`src/rtl/reg_file_sb.sv`:
```
// reg_file_sb: parametrised register bank, two registered read ports, write bypass and pending-write scoreboard
module reg_file_sb #(
  parameter int DATA_W   = 32,
  parameter int ADDR_W   = 4,
  parameter int ZERO_REG = 0
) (
  input  logic              clk,
  input  logic              rst,
  input  logic              wr_en,
  input  logic [ADDR_W-1:0] wr_addr,
  input  logic [DATA_W-1:0] wr_data,
  input  logic              rd_en,
  input  logic [ADDR_W-1:0] rd_addr_a,
  input  logic [ADDR_W-1:0] rd_addr_b,
  output logic [DATA_W-1:0] rd_data_a,
  output logic [DATA_W-1:0] rd_data_b,
  output logic              rd_valid,
  output logic              busy_a,
  output logic              busy_b,
  input  logic              issue_en,
  input  logic [ADDR_W-1:0] issue_addr,
  output logic              busy_any
);
  localparam int DEPTH = 2**ADDR_W;
  logic [DATA_W-1:0] mem [DEPTH];
  logic [DEPTH-1:0] sb, sb_clr, sb_next;
  logic wr_ok, iss_ok, zero_a, zero_b;
  logic [DATA_W-1:0] data_a, data_b;
  always_comb begin
    zero_a  = ZERO_REG != 0 && rd_addr_a == '0;
    zero_b  = ZERO_REG != 0 && rd_addr_b == '0;
    wr_ok   = wr_en && !(ZERO_REG != 0 && wr_addr == '0);
    iss_ok  = issue_en && !(ZERO_REG != 0 && issue_addr == '0);
    sb_clr  = wr_ok ? sb & ~(DEPTH'(1) << wr_addr) : sb;
    // a same-cycle issue belongs to a younger instruction, so the set wins over the clear
    sb_next = iss_ok ? sb_clr | (DEPTH'(1) << issue_addr) : sb_clr;
    data_a  = zero_a ? '0 : (wr_en && wr_addr == rd_addr_a) ? wr_data : mem[rd_addr_a];
    data_b  = zero_b ? '0 : (wr_en && wr_addr == rd_addr_b) ? wr_data : mem[rd_addr_b];
  end
  always_ff @(posedge clk) begin
    if (rst) begin
      for (int i = 0; i < DEPTH; i++) mem[i] <= '0;
      sb        <= '0;
      busy_any  <= 1'b0;
      rd_valid  <= 1'b0;
      rd_data_a <= '0;
      rd_data_b <= '0;
      busy_a    <= 1'b0;
      busy_b    <= 1'b0;
    end else begin
      if (wr_ok) mem[wr_addr] <= wr_data;
      sb       <= sb_next;
      busy_any <= |sb_next;
      rd_valid <= rd_en;
      if (rd_en) begin
        rd_data_a <= data_a;
        rd_data_b <= data_b;
        busy_a    <= sb_clr[rd_addr_a];
        busy_b    <= sb_clr[rd_addr_b];
      end
    end
  end
endmodule

```
`config.mk`:
```
export PLATFORM = sky130hd
export DESIGN_NAME = reg_file_sb
export DESIGN_NICKNAME = d
export VERILOG_FILES = /design/src/rtl/reg_file_sb.sv
export SDC_FILE = /design/constraint.sdc
export NUM_CORES = 1
export LEC_CHECK = 0
export CORE_ASPECT_RATIO = 1.5
export CORE_MARGIN = 5
export CORE_UTILIZATION = 57
export CTS_CLUSTER_DIAMETER = 120
export DETAILED_ROUTE_END_ITERATION = 7
export PLACE_DENSITY = 0.72
export SKIP_LAST_GASP = 1
export SLEW_MARGIN = 5
export SYNTH_ARGS = -nofsm -noshare
export SYNTH_HDL_FRONTEND = slang
export SYNTH_SLANG_ARGS = --single-unit
```
`constraint.sdc`:
```
create_clock -name clk -period 6.05 [get_ports clk]
set_clock_uncertainty 0.15 [all_clocks]
set_input_delay 1.21 -clock clk [delete_from_list [all_inputs] [get_ports clk]]
set_output_delay 1.21 -clock clk [all_outputs]
set_load 0.01 [all_outputs]
```
# After elaboration in Yosys (flattened, before gate mapping)
# Memory sizes are Yosys's and may differ from the RTL's. A register that Yosys moved wholly into a read port is not among the register bits.
# Cells that the tools add are included.
# word_totals
out_inout_bits	68
reg_bits	20
ram_bits	512
mem_count	1
elab_cells	29
input_bits	53
# mem_list
name	depth	width	read_ports	rd_clocked_by_memory_dff	wr	line_no	source
mem	16	32	2	2	16	25	logic [DATA_W-1:0] mem [DEPTH];
# op_classes
n_reduce_logical	2
n_lt_le_gt_ge	2
shifts	2
muxes	14
bitwise_logic	3
# ops
cell	n
16-bit two-way mux	2
32-bit two-way mux	1
32-bit OR reduction	1
1-bit by 4-bit left shift with 16-bit output (first input constant)	2
16-bit AND	1
16-bit inverter	1
16-bit OR	1
16-bit OR reduction	1
4-bit by 5-bit less-than comparator with 1-bit output (second input constant)	2
1-bit binary-select mux with 4-bit select	2
1-bit two-way mux	8
4-bit two-way mux	1

# Logic depth before layout (Yosys ltp)
# Gate-level depths: netlist (run 1).
# depth
depth_word	7
mapped_depth	10
mapped_depth_nobuf	6

# Worst setup path before layout (run 1)
# Ideal clock, no wire load.
# synth_path
kind	input to register
from	input wr_addr[0]
to	memory mem[0][0], enable pin
path_slack_ps	2033
path_buffers	2
required_time_ps	5472
setup_ps	428
cell_stages	4
arrival_time_ps	3439
cell_sequence	buf_2 > or3b_1 > buf_2 > o21bai_1
# synth_lines
item	line_no	source
from (decl)	10	input logic [ADDR_W-1:0] wr_addr,
to (decl)	25	

==> impl_metrics.prom, run 1 <==
# TYPE chip_impl_metric gauge
chip_impl_info{name="outcome",value="finished, final reports clean"} 1
chip_impl_metric{name="ys_seq_area_frac",unit=""} 0.554
chip_impl_metric{name="num_vias",unit=""} 19600
chip_impl_info{name="grt_setup_unrepaired",value="no"} 1
chip_impl_metric{name="num-nets-final",unit=""} 2165
chip_impl_metric{name="netlist-cell-type-count",unit=""} 49
chip_impl_metric{name="postSynthCellCount",unit=""} 2088
chip_impl_metric{name="grt_start_max_net_pins",unit=""} 87
chip_impl_metric{name="post-route-min-period",unit="ns"} 3.86
chip_impl_metric{name="critical_path.max_stage_delay",unit="ns"} 1.21
chip_impl_metric{name="die_span_in_y",unit="µm"} 295
chip_impl_info{name="timing.critical_path.cells",value="clkdlybuf4s50_1 -> nand2_1 -> o21bai_4 -> buf_4"} 1
chip_impl_metric{name="antenna_found_initial",unit=""} 3
chip_impl_metric{name="timing.fmax",unit="GHz"} 0.259
chip_impl_metric{name="peak_ir_drop_on_the_vdd_network",unit="mV"} 0.282
chip_impl_info{name="cts_tree",value="yes"} 1
chip_impl_metric{name="ctsHtreeMaxLevel",unit=""} 2
chip_impl_metric{name="cts.hold.buffers_added",unit=""} 0
chip_impl_metric{name="worst-path-buf-inv",unit=""} 2
chip_impl_metric{name="synth_warnings",unit=""} 0
chip_impl_info{name="worst_r2r_startpoint",value="mem[4][22]"} 1
chip_impl_metric{name="power.leakage",unit="nW"} 11.7
chip_impl_metric{name="areaGrowthSynthToFinish",unit="%"} 11.8
chip_impl_metric{name="timing_hold_violations_final",unit=""} 0
chip_impl_metric{name="clock_sinks",unit=""} 596
chip_impl_metric{name="rrSetupSlack",unit="ns"} 4.06
chip_impl_metric{name="core_area",unit="µm²"} 53600
chip_impl_metric{name="final_period_utilization",unit=""} 0.638
chip_impl_metric{name="track_usage",unit=""} 0.318
chip_impl_metric{name="yosys_register_bits",unit=""} 596
chip_impl_metric{name="worst_slew_pin_slew",unit="ns"} 1.27
chip_impl_metric{name="route.detailed.vias_per_inst",unit=""} 6.89
chip_impl_info{name="critPathSlowestCell",value="o21bai_4"} 1
chip_impl_metric{name="dp_hpwl",unit="mm"} 54.8
chip_impl_metric{name="syn_nets",unit=""} 2141
chip_impl_metric{name="synth_area",unit="µm²"} 30800
chip_impl_info{name="synth_top_area_cell",value="edfxtp_1"} 1
chip_impl_info{name="setup.worst_path.start_class",value="input port"} 1
chip_impl_metric{name="power_per_cell_area",unit="nW/µm²"} 279
chip_impl_metric{name="data_required_time_at_the_worst_endpoint",unit="ns"} 6.23
chip_impl_metric{name="post_cts_resized",unit=""} 0
chip_impl_metric{name="place.gp.congestion",unit=""} 0.901
chip_impl_metric{name="number_of_drc_violations_after_detailed_routing_iteration_0",unit=""} 2332
chip_impl_metric{name="first_global_vias",unit=""} 20300
chip_impl_metric{name="critical_path_peak_fanout",unit=""} 23
chip_impl_info{name="path_delay_family",value="compound AO/OA/AOI/OAI gates"} 1
chip_impl_metric{name="r2r_cells",unit=""} 4
chip_impl_metric{name="wire_per_inst",unit="µm"} 32.5
chip_impl_metric{name="grt_pass1_wl",unit="mm"} 135
chip_impl_metric{name="clkSlewWorstSetupHoldPaths",unit="ns"} 0.06
chip_impl_metric{name="design_power_total",unit="mW"} 9.62
chip_impl_info{name="crit_end",value="mem[13][5]"} 1
chip_impl_info{name="critical_path_class",value="input port to register"} 1
chip_impl_metric{name="die_area",unit="µm²"} 58900
chip_impl_metric{name="final.setup.tns",unit="ns"} 0
chip_impl_metric{name="drive_above_1_share",unit=""} 0.233
chip_impl_metric{name="maxSlewHeadroom",unit=""} 0.152
chip_impl_metric{name="worst_skew_pair.late_latency",unit="ns"} 0.63
chip_impl_metric{name="post_cts.repair.setup_buffers",unit=""} 0
chip_impl_metric{name="dieWidth",unit="µm"} 200
chip_impl_info{name="synth.area.top_cells",value="edfxtp_1 50%, mux4_2 23%, and2_1 10%"} 1
chip_impl_metric{name="gr-total-overflow",unit=""} 0
chip_impl_metric{name="count_of_input_and_output_buffers",unit=""} 120
chip_impl_metric{name="io-pin-count",unit=""} 121
chip_impl_metric{name="report.final.setup_viol",unit=""} 0
chip_impl_metric{name="route.detailed.drc",unit=""} 0
chip_impl_metric{name="critical_path_depth",unit=""} 4
chip_impl_info{name="critical_path.endpoint_type",value="register"} 1
chip_impl_metric{name="cts-root-to-sink-buffers",unit=""} 3
chip_impl_metric{name="detail-route-antenna-nets",unit=""} 0
chip_impl_metric{name="cts_made_buffers",unit=""} 56
chip_impl_info{name="rr_endpoint",value="rd_data_b[22]"} 1
chip_impl_metric{name="initial_utilization",unit=""} 0.575
chip_impl_metric{name="finalWirelength",unit="mm"} 92.6
chip_impl_info{name="hold_path_class",value="register to register"} 1
chip_impl_info{name="cts-root-buf",value="clkbuf_16"} 1
chip_impl_metric{name="crit_arrival",unit="ns"} 4.04
chip_impl_metric{name="post-synth-top-area-fraction",unit=""} 0.499
chip_impl_metric{name="maxCapViolations",unit=""} 0
chip_impl_metric{name="syn_avg_cell_area",unit="µm²"} 14.8
chip_impl_metric{name="rows",unit=""} 104
chip_impl_info{name="setup.worst_path.start",value="wr_addr[2]"} 1
chip_impl_metric{name="final_max_slew_viol_count",unit=""} 0
chip_impl_metric{name="firstDrtPassIters",unit=""} 6
placed cells by master, fill, tap and decap left out, types with 13 or more instances in the layout:
cell	count
nand2_1	151
clkdlybuf4s50_1	110
a21oi_1	25
dfxtp_1	84
clkbuf_1	18
and2_1	517
buf_4	51
o21ai_0	15
mux4_2	315
clkinv_2	13
a311oi_1	65
nor2_1	74
clkbuf_16	57
o21bai_4	15
edfxtp_1	512
state kept, by name (all words and copies together), names as in the netlist:
signal and cells:
busy_any 1, busy_a 1, rd_valid 1, mem 512, rd_data_a 32, sb 16
rd_data_b 32, busy_b 1
worst min path at each step:
stage                        startpoint             to  slack [ns]  depth (start not counted)
final                      rd_data_a[8]   rd_data_a[8]        0.33                          2
after global routing      rd_data_a[11]  rd_data_a[11]        0.35                          2
after CTS                  rd_data_a[8]   rd_data_a[8]        0.33                          2
after detailed placement   rd_data_a[8]   rd_data_a[8]        0.33                          2
after global placement    rd_data_b[26]  rd_data_b[26]        0.32                          2
after floorplan                   sb[0]          sb[0]        0.31                          2
metrics by stage:
| stage | hold slack, ns | setup WS, ns | instance area, µm² | cells | util |
|---|---|---|---|---|---|
| global placement | 0.318 | 1.71 | 32600 | 2743 | 0.609 |
| CTS | 0.334 | 2.33 | 34400 | 2848 | 0.642 |
| floorplan | 0.313 | 2.03 | 30800 | 2088 | - |
| global route | 0.351 | 2.16 | 34400 | 2848 | 0.642 |
| finish | 0.329 | 2.19 | 34400 | 2850 | 0.642 |
| detailed placement | 0.325 | 1.68 | 32600 | 2743 | 0.609 |
worst reg2reg max path, cell delays in order, from the launching register on:
cell      delay (ns)
edfxtp_1        0.46
mux4_2          0.50
mux4_2          0.47
nand2_1         0.11
a311oi_1        0.14
report_power, final:
group	total (mW)	switching (mW)	internal (mW)
Clock	3.55	1.58	1.97
Sequential	4.86	0.140	4.72
Combinational	1.21	0.621	0.587
cells in the mapped netlist, drive strengths merged:
cell type  number
dfxtp          84
xor2            6
nand3          12
mux2i           8
nor3            3
o22ai           1
and2          517
a211o           1
and3            3
or3             2
nor3b           2
o21ai          21
or3b            1
a31oi           2
o211ai          4
a31o            1
o221ai          2
edfxtp        512
a41oi           1
o21bai         15
xnor2           2
and3b           1
inv             2
a21oi          25
clkbuf        133
buf            75
a311oi         65
o21a            1
nand2         151
nor2b           6
nor4            1
mux4          315
o41ai           1
nor2           90
a2111o          1
or2             2
o2111ai         1
nand2b          4
nand4           3
a211oi          6
nand3b          5
metal layers:
metal | vias to the layer above | track usage | part of all wire
li1 | 8023 | - | -
met1 | 10100 | 0.412 | 0.35
met2 | 1229 | 0.540 | 0.51
met3 | 253 | 0.0564 | 0.096
met4 | 2 | 0.119 | 0.044
met5 | - | 0 | 0.00014
cell type report:
cell class                 instances  area (µm²)
multi-input combinational       1282       13000
clock buffer                      84        1620
timing repair buffer             174        1700
inverter                           2        7.51
fill                            3849       19200
sequential                       596       17100
antenna                            2        5.00
clock inverter                    21         189
tap                              689         862
kinds of logic after synthesis:
logic type	Yosys count	synth area share
flops	596	0.554
buf+inv	210	0.0323
compound gates	148	0.0354
xor+xnor	8	0.00227
mux	323	0.233
simple gates	803	0.144
Power figures use the tool's default switching activity.
==> inputs of run 2 (changes only) <==
- CORE_UTILIZATION: 57 -> 56
- PLACE_DENSITY: 0.72 -> 0.74
- clock period: 6.05 -> 3.3 ns (I/O delays scaled with it)
==> impl_metrics.prom, run 2 (synthesized netlist as in run 1, its figures left out) <==
# TYPE chip_impl_metric gauge
chip_impl_info{name="outcome",value="finished, final reports clean"} 1
chip_impl_metric{name="peak_ir_drop_on_the_vdd_network",unit="mV"} 0.419
chip_impl_info{name="critPathSlowestCell",value="clkdlybuf4s50_1"} 1
chip_impl_metric{name="finalNonFillerCells",unit=""} 2924
chip_impl_metric{name="final_period_utilization",unit=""} 0.773
chip_impl_metric{name="worst_slew_pin_slew",unit="ns"} 1.04
chip_impl_metric{name="multiInputGateArea",unit="µm²"} 13000
chip_impl_metric{name="antenna_found_initial",unit=""} 5
chip_impl_metric{name="num-nets-final",unit=""} 2232
chip_impl_metric{name="route.detailed.drc",unit=""} 0
chip_impl_metric{name="critical_path.max_stage_delay",unit="ns"} 0.71
chip_impl_metric{name="place_inst",unit=""} 2816
chip_impl_metric{name="final.setup.tns",unit="ns"} 0
chip_impl_metric{name="firstDrtPassIters",unit=""} 5
chip_impl_metric{name="cts_made_buffers",unit=""} 56
chip_impl_metric{name="grt_pass1_wl",unit="mm"} 137
chip_impl_info{name="critical_path_class",value="input port to register"} 1
chip_impl_metric{name="global_route_track_usage_on_met1",unit=""} 0.390
chip_impl_metric{name="initial_utilization",unit=""} 0.564
chip_impl_info{name="setup.worst_path.start",value="wr_addr[1]"} 1
chip_impl_metric{name="die_area",unit="µm²"} 59900
chip_impl_metric{name="critical_path_peak_fanout",unit=""} 10
chip_impl_info{name="worst_hold_startpoint",value="rd_en"} 1
chip_impl_metric{name="final_max_slew_viol_count",unit=""} 0
chip_impl_metric{name="place.gp.congestion",unit=""} 0.900
chip_impl_metric{name="gr-total-overflow",unit=""} 0
chip_impl_info{name="final_cell_mix",value="517 x and2_1, 512 x edfxtp_1, 315 x mux4_2"} 1
chip_impl_metric{name="final-seq-area",unit="µm²"} 17100
chip_impl_metric{name="post_cts.repair.setup_buffers",unit=""} 0
chip_impl_metric{name="die_span_in_y",unit="µm"} 297
chip_impl_metric{name="track_usage",unit=""} 0.312
chip_impl_metric{name="worstHoldPathCells",unit=""} 2
chip_impl_info{name="cts-root-buf",value="clkbuf_16"} 1
chip_impl_metric{name="route.detailed.vias_per_inst",unit=""} 6.81
chip_impl_metric{name="timing.fmax",unit="GHz"} 0.392
chip_impl_metric{name="dieWidth",unit="µm"} 202
chip_impl_metric{name="timing_hold_violations_final",unit=""} 0
chip_impl_metric{name="grt_start_max_net_pins",unit=""} 83
chip_impl_metric{name="cts.hold.buffers_added",unit=""} 0
chip_impl_metric{name="rrSetupSlack",unit="ns"} 1.31
chip_impl_metric{name="global_route.usage.met2",unit=""} 0.523
chip_impl_metric{name="post_cts_resized",unit=""} 0
chip_impl_metric{name="clock_sinks",unit=""} 596
chip_impl_info{name="cts_tree",value="yes"} 1
chip_impl_metric{name="crit_arrival",unit="ns"} 2.87
chip_impl_metric{name="post-route-min-period",unit="ns"} 2.55
chip_impl_metric{name="worst_skew_pair.late_latency",unit="ns"} 0.63
chip_impl_metric{name="r2r_cells",unit=""} 4
chip_impl_metric{name="maxCapViolations",unit=""} 0
chip_impl_metric{name="drive_above_1_share",unit=""} 0.257
chip_impl_info{name="worst_r2r_startpoint",value="mem[1][1]"} 1
chip_impl_metric{name="detail-route-antenna-nets",unit=""} 0
chip_impl_info{name="registers.top_by_ff_count",value="mem"} 1
chip_impl_metric{name="areaGrowthSynthToFinish",unit="%"} 15.3
chip_impl_info{name="setup.worst_path.start_class",value="input port"} 1
chip_impl_metric{name="ctsHtreeMaxLevel",unit=""} 2
chip_impl_metric{name="power.leakage",unit="nW"} 12.2
chip_impl_metric{name="clkSlewWorstSetupHoldPaths",unit="ns"} 0.07
chip_impl_info{name="hold_path_class",value="input port to register"} 1
chip_impl_metric{name="power_per_cell_area",unit="nW/µm²"} 503
chip_impl_info{name="reg.largest.list",value="mem: 512 flops, rd_data_a: 32 flops, rd_data_b: 32 flops"} 1
chip_impl_metric{name="finalHoldWorstSlack",unit="ns"} 0.224
chip_impl_metric{name="count_of_input_and_output_buffers",unit=""} 120
chip_impl_info{name="hold_ep",value="rd_valid"} 1
chip_impl_info{name="timing.critical_path.cells",value="clkdlybuf4s50_1 -> nand3b_1 -> o21ai_0 -> nand4_1 -> nor4_1 -> a41oi_1"} 1
chip_impl_metric{name="worst-path-buf-inv",unit=""} 1
chip_impl_metric{name="core_area",unit="µm²"} 54700
chip_impl_metric{name="first_global_vias",unit=""} 21100
chip_impl_metric{name="final_design_area_no_fill",unit="µm²"} 35500
chip_impl_metric{name="global_route_track_usage_on_met3",unit=""} 0.0619
chip_impl_metric{name="finalWirelength",unit="mm"} 92.9
chip_impl_info{name="grt_setup_unrepaired",value="no"} 1
chip_impl_metric{name="num_vias",unit=""} 19900
chip_impl_metric{name="largest_register_ffs",unit=""} 512
chip_impl_info{name="layout_commonest_cell",value="and2_1"} 1
chip_impl_metric{name="postLayoutCoreUtil",unit=""} 0.650
chip_impl_info{name="critical_path.endpoint_type",value="register"} 1
chip_impl_info{name="path_delay_family",value="simple AND/OR/NAND/NOR gates"} 1
chip_impl_metric{name="io-pin-count",unit=""} 121
chip_impl_metric{name="number_of_fillers_in_the_final_layout",unit=""} 3875
chip_impl_metric{name="number_of_drc_violations_after_detailed_routing_iteration_0",unit=""} 2700
chip_impl_metric{name="cts-root-to-sink-buffers",unit=""} 3
chip_impl_metric{name="maxSlewHeadroom",unit=""} 0.305
chip_impl_info{name="gr_busiest_metal",value="met2"} 1
chip_impl_metric{name="report.final.setup_viol",unit=""} 0
chip_impl_metric{name="detailed_place.area",unit="µm²"} 33700
chip_impl_info{name="rr_endpoint",value="rd_data_a[1]"} 1
chip_impl_metric{name="data_required_time_at_the_worst_endpoint",unit="ns"} 3.62
chip_impl_metric{name="rows",unit=""} 105
chip_impl_metric{name="wire_per_inst",unit="µm"} 31.8
chip_impl_metric{name="dp_hpwl",unit="mm"} 54.1
==> run 2: cell types whose count changed in the layout (fill, tap and decap cells not counted) <==
cell,before,now
buf_12,9,52
buf_4,51,75
clkbuf_8,11,6
nor2_2,11,16
nor2_4,5,0
clkbuf_1,18,15
clkinv_1,2,5
clkinvlp_4,0,3
bufinv_16,3,5
clkbuf_16,57,59
clkinv_2,13,11
inv_6,2,3
==> run 2: cell type report <==
type                    count  share of cell area
flip-flops and latches    596               0.480
clock inverters            28             0.00792
multi-input cells        1282               0.365
diodes                      2            0.000141
repair buffers            241              0.0772
clock buffers              78              0.0447
inverters                   2            0.000211
well taps                 695              0.0245
==> run 2: power by group <==
| group | internal, mW | switching (mW) | leakage, nW |
|---|---|---|---|
| logic | 1.17 | 1.17 | 5.71 |
| clock network | 3.76 | 2.89 | 0.913 |
| registers | 8.64 | 0.240 | 5.60 |
==> run 2: per-layer routing <==
metal	routed length, µm	share of wire
met5	23	0.00025
met4	5530	0.059
met3	10200	0.11
met2	46500	0.50
met1	30600	0.33
==> run 2: worst reg2reg max path: stages (launching register included) <==
cell and delay [ns]:
edfxtp_1 0.40, mux4_2 0.52, mux4_2 0.48, nand2_1 0.16
a311oi_1 0.11
==> run 2: how the worst max path moves through the flow <==
stage,end,slack (ns),cells after the start
floorplan,mem[0][0],-0.17,4
global placement,mem[10][5],0.17,7
detailed placement,mem[10][26],0.14,7
CTS,mem[10][26],0.80,7
global route,busy_any,0.56,6
finish,busy_any,0.75,6
==> run 2: stage by stage <==
stage               total power, mW  setup slack [ns]
CTS                            17.9             0.802
global route                   18.4             0.562
floorplan                      10.4            -0.167
detailed placement             11.4             0.144
global placement               11.3             0.174
finish                         17.9             0.748
==> inputs of run 3 (changes only) <==
- CORE_UTILIZATION: 56 -> 57
- PLACE_DENSITY: 0.74 -> 0.72
- clock period: 3.3 -> 2.6 ns (I/O delays scaled with it)
==> impl_metrics.prom, run 3 (synthesized netlist as in run 1, its figures left out) <==
# TYPE chip_impl_metric gauge
chip_impl_metric{name="global_route_track_usage_on_met3",unit=""} 0.0674
chip_impl_metric{name="gr-total-overflow",unit=""} 0
chip_impl_metric{name="cts_made_buffers",unit=""} 56
chip_impl_metric{name="crit_arrival",unit="ns"} 1.66
chip_impl_metric{name="power_per_cell_area",unit="nW/µm²"} 634
chip_impl_metric{name="design_power_total",unit="mW"} 23.2
chip_impl_metric{name="clock_sinks",unit=""} 596
chip_impl_metric{name="finalWirelength",unit="mm"} 95.7
chip_impl_metric{name="grt_pass1_wl",unit="mm"} 140
chip_impl_metric{name="die_span_in_y",unit="µm"} 295
chip_impl_metric{name="number_of_fillers_in_the_final_layout",unit=""} 3651
chip_impl_metric{name="critical_path.max_stage_delay",unit="ns"} 0.60
chip_impl_metric{name="route.detailed.drc",unit=""} 0
chip_impl_info{name="final_cell_mix",value="517 x and2_1, 512 x edfxtp_1, 315 x mux4_2"} 1
chip_impl_metric{name="drive_above_1_share",unit=""} 0.281
chip_impl_metric{name="dp_hpwl",unit="mm"} 60.7
chip_impl_metric{name="postLayoutCoreUtil",unit=""} 0.682
chip_impl_info{name="registers.top_by_ff_count",value="mem"} 1
chip_impl_metric{name="firstDrtPassIters",unit=""} 5
chip_impl_metric{name="postLayoutSetupSlackWorst",unit="ns"} 0.274
chip_impl_metric{name="maxSlewHeadroom",unit=""} 0.550
chip_impl_metric{name="post_cts.repair.setup_buffers",unit=""} 0
chip_impl_info{name="layout_commonest_cell",value="and2_1"} 1
chip_impl_metric{name="io-pin-count",unit=""} 121
chip_impl_metric{name="wire_per_inst",unit="µm"} 32.1
chip_impl_metric{name="final_max_slew_viol_count",unit=""} 0
chip_impl_metric{name="power_switching",unit="mW"} 5.52
chip_impl_metric{name="initial_utilization",unit=""} 0.575
chip_impl_metric{name="share_clk_of_total_power",unit=""} 0.378
chip_impl_metric{name="rows",unit=""} 104
chip_impl_metric{name="detail-route-antenna-nets",unit=""} 0
chip_impl_metric{name="peak_ir_drop_on_the_vdd_network",unit="mV"} 0.619
chip_impl_metric{name="critical_path_peak_fanout",unit=""} 2
chip_impl_metric{name="track_usage",unit=""} 0.330
chip_impl_info{name="critical_path.endpoint_type",value="output pin"} 1
chip_impl_metric{name="num_vias",unit=""} 20200
chip_impl_metric{name="ctsHtreeMaxLevel",unit=""} 2
chip_impl_metric{name="antenna_found_initial",unit=""} 8
chip_impl_metric{name="place.gp.congestion",unit=""} 0.875
chip_impl_metric{name="detailed_place.area",unit="µm²"} 34600
chip_impl_info{name="gr_busiest_metal",value="met2"} 1
chip_impl_metric{name="core_area",unit="µm²"} 53600
chip_impl_info{name="critPathSlowestCell",value="clkdlybuf4s50_1"} 1
chip_impl_metric{name="worst_slew_pin_slew",unit="ns"} 0.673
chip_impl_metric{name="num-nets-final",unit=""} 2299
chip_impl_metric{name="post-route-min-period",unit="ns"} 2.33
chip_impl_info{name="setup.worst_path.start_class",value="register"} 1
chip_impl_metric{name="pwr-share-comb",unit=""} 0.134
chip_impl_info{name="critical_path_class",value="register to output pin"} 1
chip_impl_metric{name="power_frac_seq",unit=""} 0.488
chip_impl_info{name="grt_setup_unrepaired",value="no"} 1
chip_impl_metric{name="report.final.setup_viol",unit=""} 0
chip_impl_metric{name="sw_frac_of_total",unit=""} 0.238
chip_impl_metric{name="areaGrowthSynthToFinish",unit="%"} 18.6
chip_impl_info{name="path_delay_family",value="buffers and inverters"} 1
chip_impl_metric{name="maxCapViolations",unit=""} 0
chip_impl_metric{name="cts-root-to-sink-buffers",unit=""} 3
chip_impl_metric{name="post_cts_resized",unit=""} 0
chip_impl_metric{name="data_required_time_at_the_worst_endpoint",unit="ns"} 1.93
chip_impl_metric{name="route.detailed.vias_per_inst",unit=""} 6.76
chip_impl_metric{name="largest_register_ffs",unit=""} 512
chip_impl_metric{name="cts.hold.buffers_added",unit=""} 0
chip_impl_info{name="hold_path_class",value="input port to register"} 1
chip_impl_info{name="timing.critical_path.cells",value="clkdlybuf4s50_1"} 1
chip_impl_metric{name="number_of_drc_violations_after_detailed_routing_iteration_0",unit=""} 2335
chip_impl_info{name="cts-root-buf",value="clkbuf_16"} 1
chip_impl_metric{name="final.setup.tns",unit="ns"} 0
chip_impl_metric{name="clkSlewWorstSetupHoldPaths",unit="ns"} 0.06
chip_impl_metric{name="timing_hold_violations_final",unit=""} 0
chip_impl_metric{name="count_of_input_and_output_buffers",unit=""} 120
chip_impl_metric{name="worst_skew_pair.late_latency",unit="ns"} 0.62
chip_impl_metric{name="die_area",unit="µm²"} 58900
chip_impl_info{name="outcome",value="finished, final reports clean"} 1
chip_impl_metric{name="power_report.internal_total",unit="mW"} 17.6
chip_impl_metric{name="power.leakage",unit="nW"} 12.7
chip_impl_metric{name="worst-path-buf-inv",unit=""} 1
chip_impl_metric{name="dieWidth",unit="µm"} 200
chip_impl_metric{name="final_design_area_no_fill",unit="µm²"} 36600
chip_impl_metric{name="grt_start_max_net_pins",unit=""} 81
chip_impl_metric{name="global_route_track_usage_on_met1",unit=""} 0.415
chip_impl_metric{name="global_route.usage.met2",unit=""} 0.559
chip_impl_info{name="reg.largest.list",value="mem: 512 flops, rd_data_a: 32 flops, rd_data_b: 32 flops"} 1
chip_impl_info{name="cts_tree",value="yes"} 1
chip_impl_metric{name="timing.fmax",unit="GHz"} 0.430
chip_impl_metric{name="final_period_utilization",unit=""} 0.895
chip_impl_metric{name="first_global_vias",unit=""} 21300
chip_impl_metric{name="place_worst_setup_slack",unit="ns"} -0.177
-- run 3: cell count changes in the layout (fill, tap and decap cells not counted), sizes merged --
cell | previous run | this run
clkinv | 17 | 16
diode | 2 | 4
clkinvlp | 3 | 4
buf | 129 | 196
inv | 5 | 4
clkbuf | 80 | 76
bufinv | 5 | 8
-- run 3: worst paths after layout --
path | cells after the start | to | slack [ns] | start
max | 1 | rd_data_b[31] | 0.27 | rd_data_b[31]
min | 2 | rd_valid | 0.11 | rd_en
max reg2reg | 4 | rd_data_b[0] | 0.62 | mem[12][0]
min reg2reg | 2 | rd_data_b[29] | 0.34 | rd_data_b[29]
-- run 3: layout make-up --
type	count	area [µm²]	area share
clock buffer	74	1580	0.0433
inverter	2	7.51	0.000205
multi-input combinational	1282	13000	0.355
tap	689	862	0.0236
antenna	4	10.0	0.000274
clock inverter	30	375	0.0103
sequential	596	17100	0.467
timing repair buffer	308	3680	0.101
-- run 3: power by group through the flow --
stage / logic (mW) / registers, mW / clock network [mW]
floorplan: 1.78 / 11.4 / 0
global placement: 3.04 / 11.4 / 0
detailed placement: 3.08 / 11.5 / 0
CTS: 3.10 / 11.3 / 8.81
global route: 3.26 / 11.4 / 9.22
finish: 3.11 / 11.3 / 8.76
-- run 3: through the flow --
step,hold slack (ns),cells
2_1_floorplan,0.313,2088
3_3_place_gp,0.323,2877
3_5_place_dp,0.328,2877
4_1_cts,0.102,2981
5_1_grt,0.125,2982
6_report,0.109,2985
-- run 3: routing by layer --
layer	share of wire	up-vias
met2	0.51	1321
met1	0.33	10300
met3	0.11	310
met5	0.00028	-
met4	0.053	4
li1	-	8297
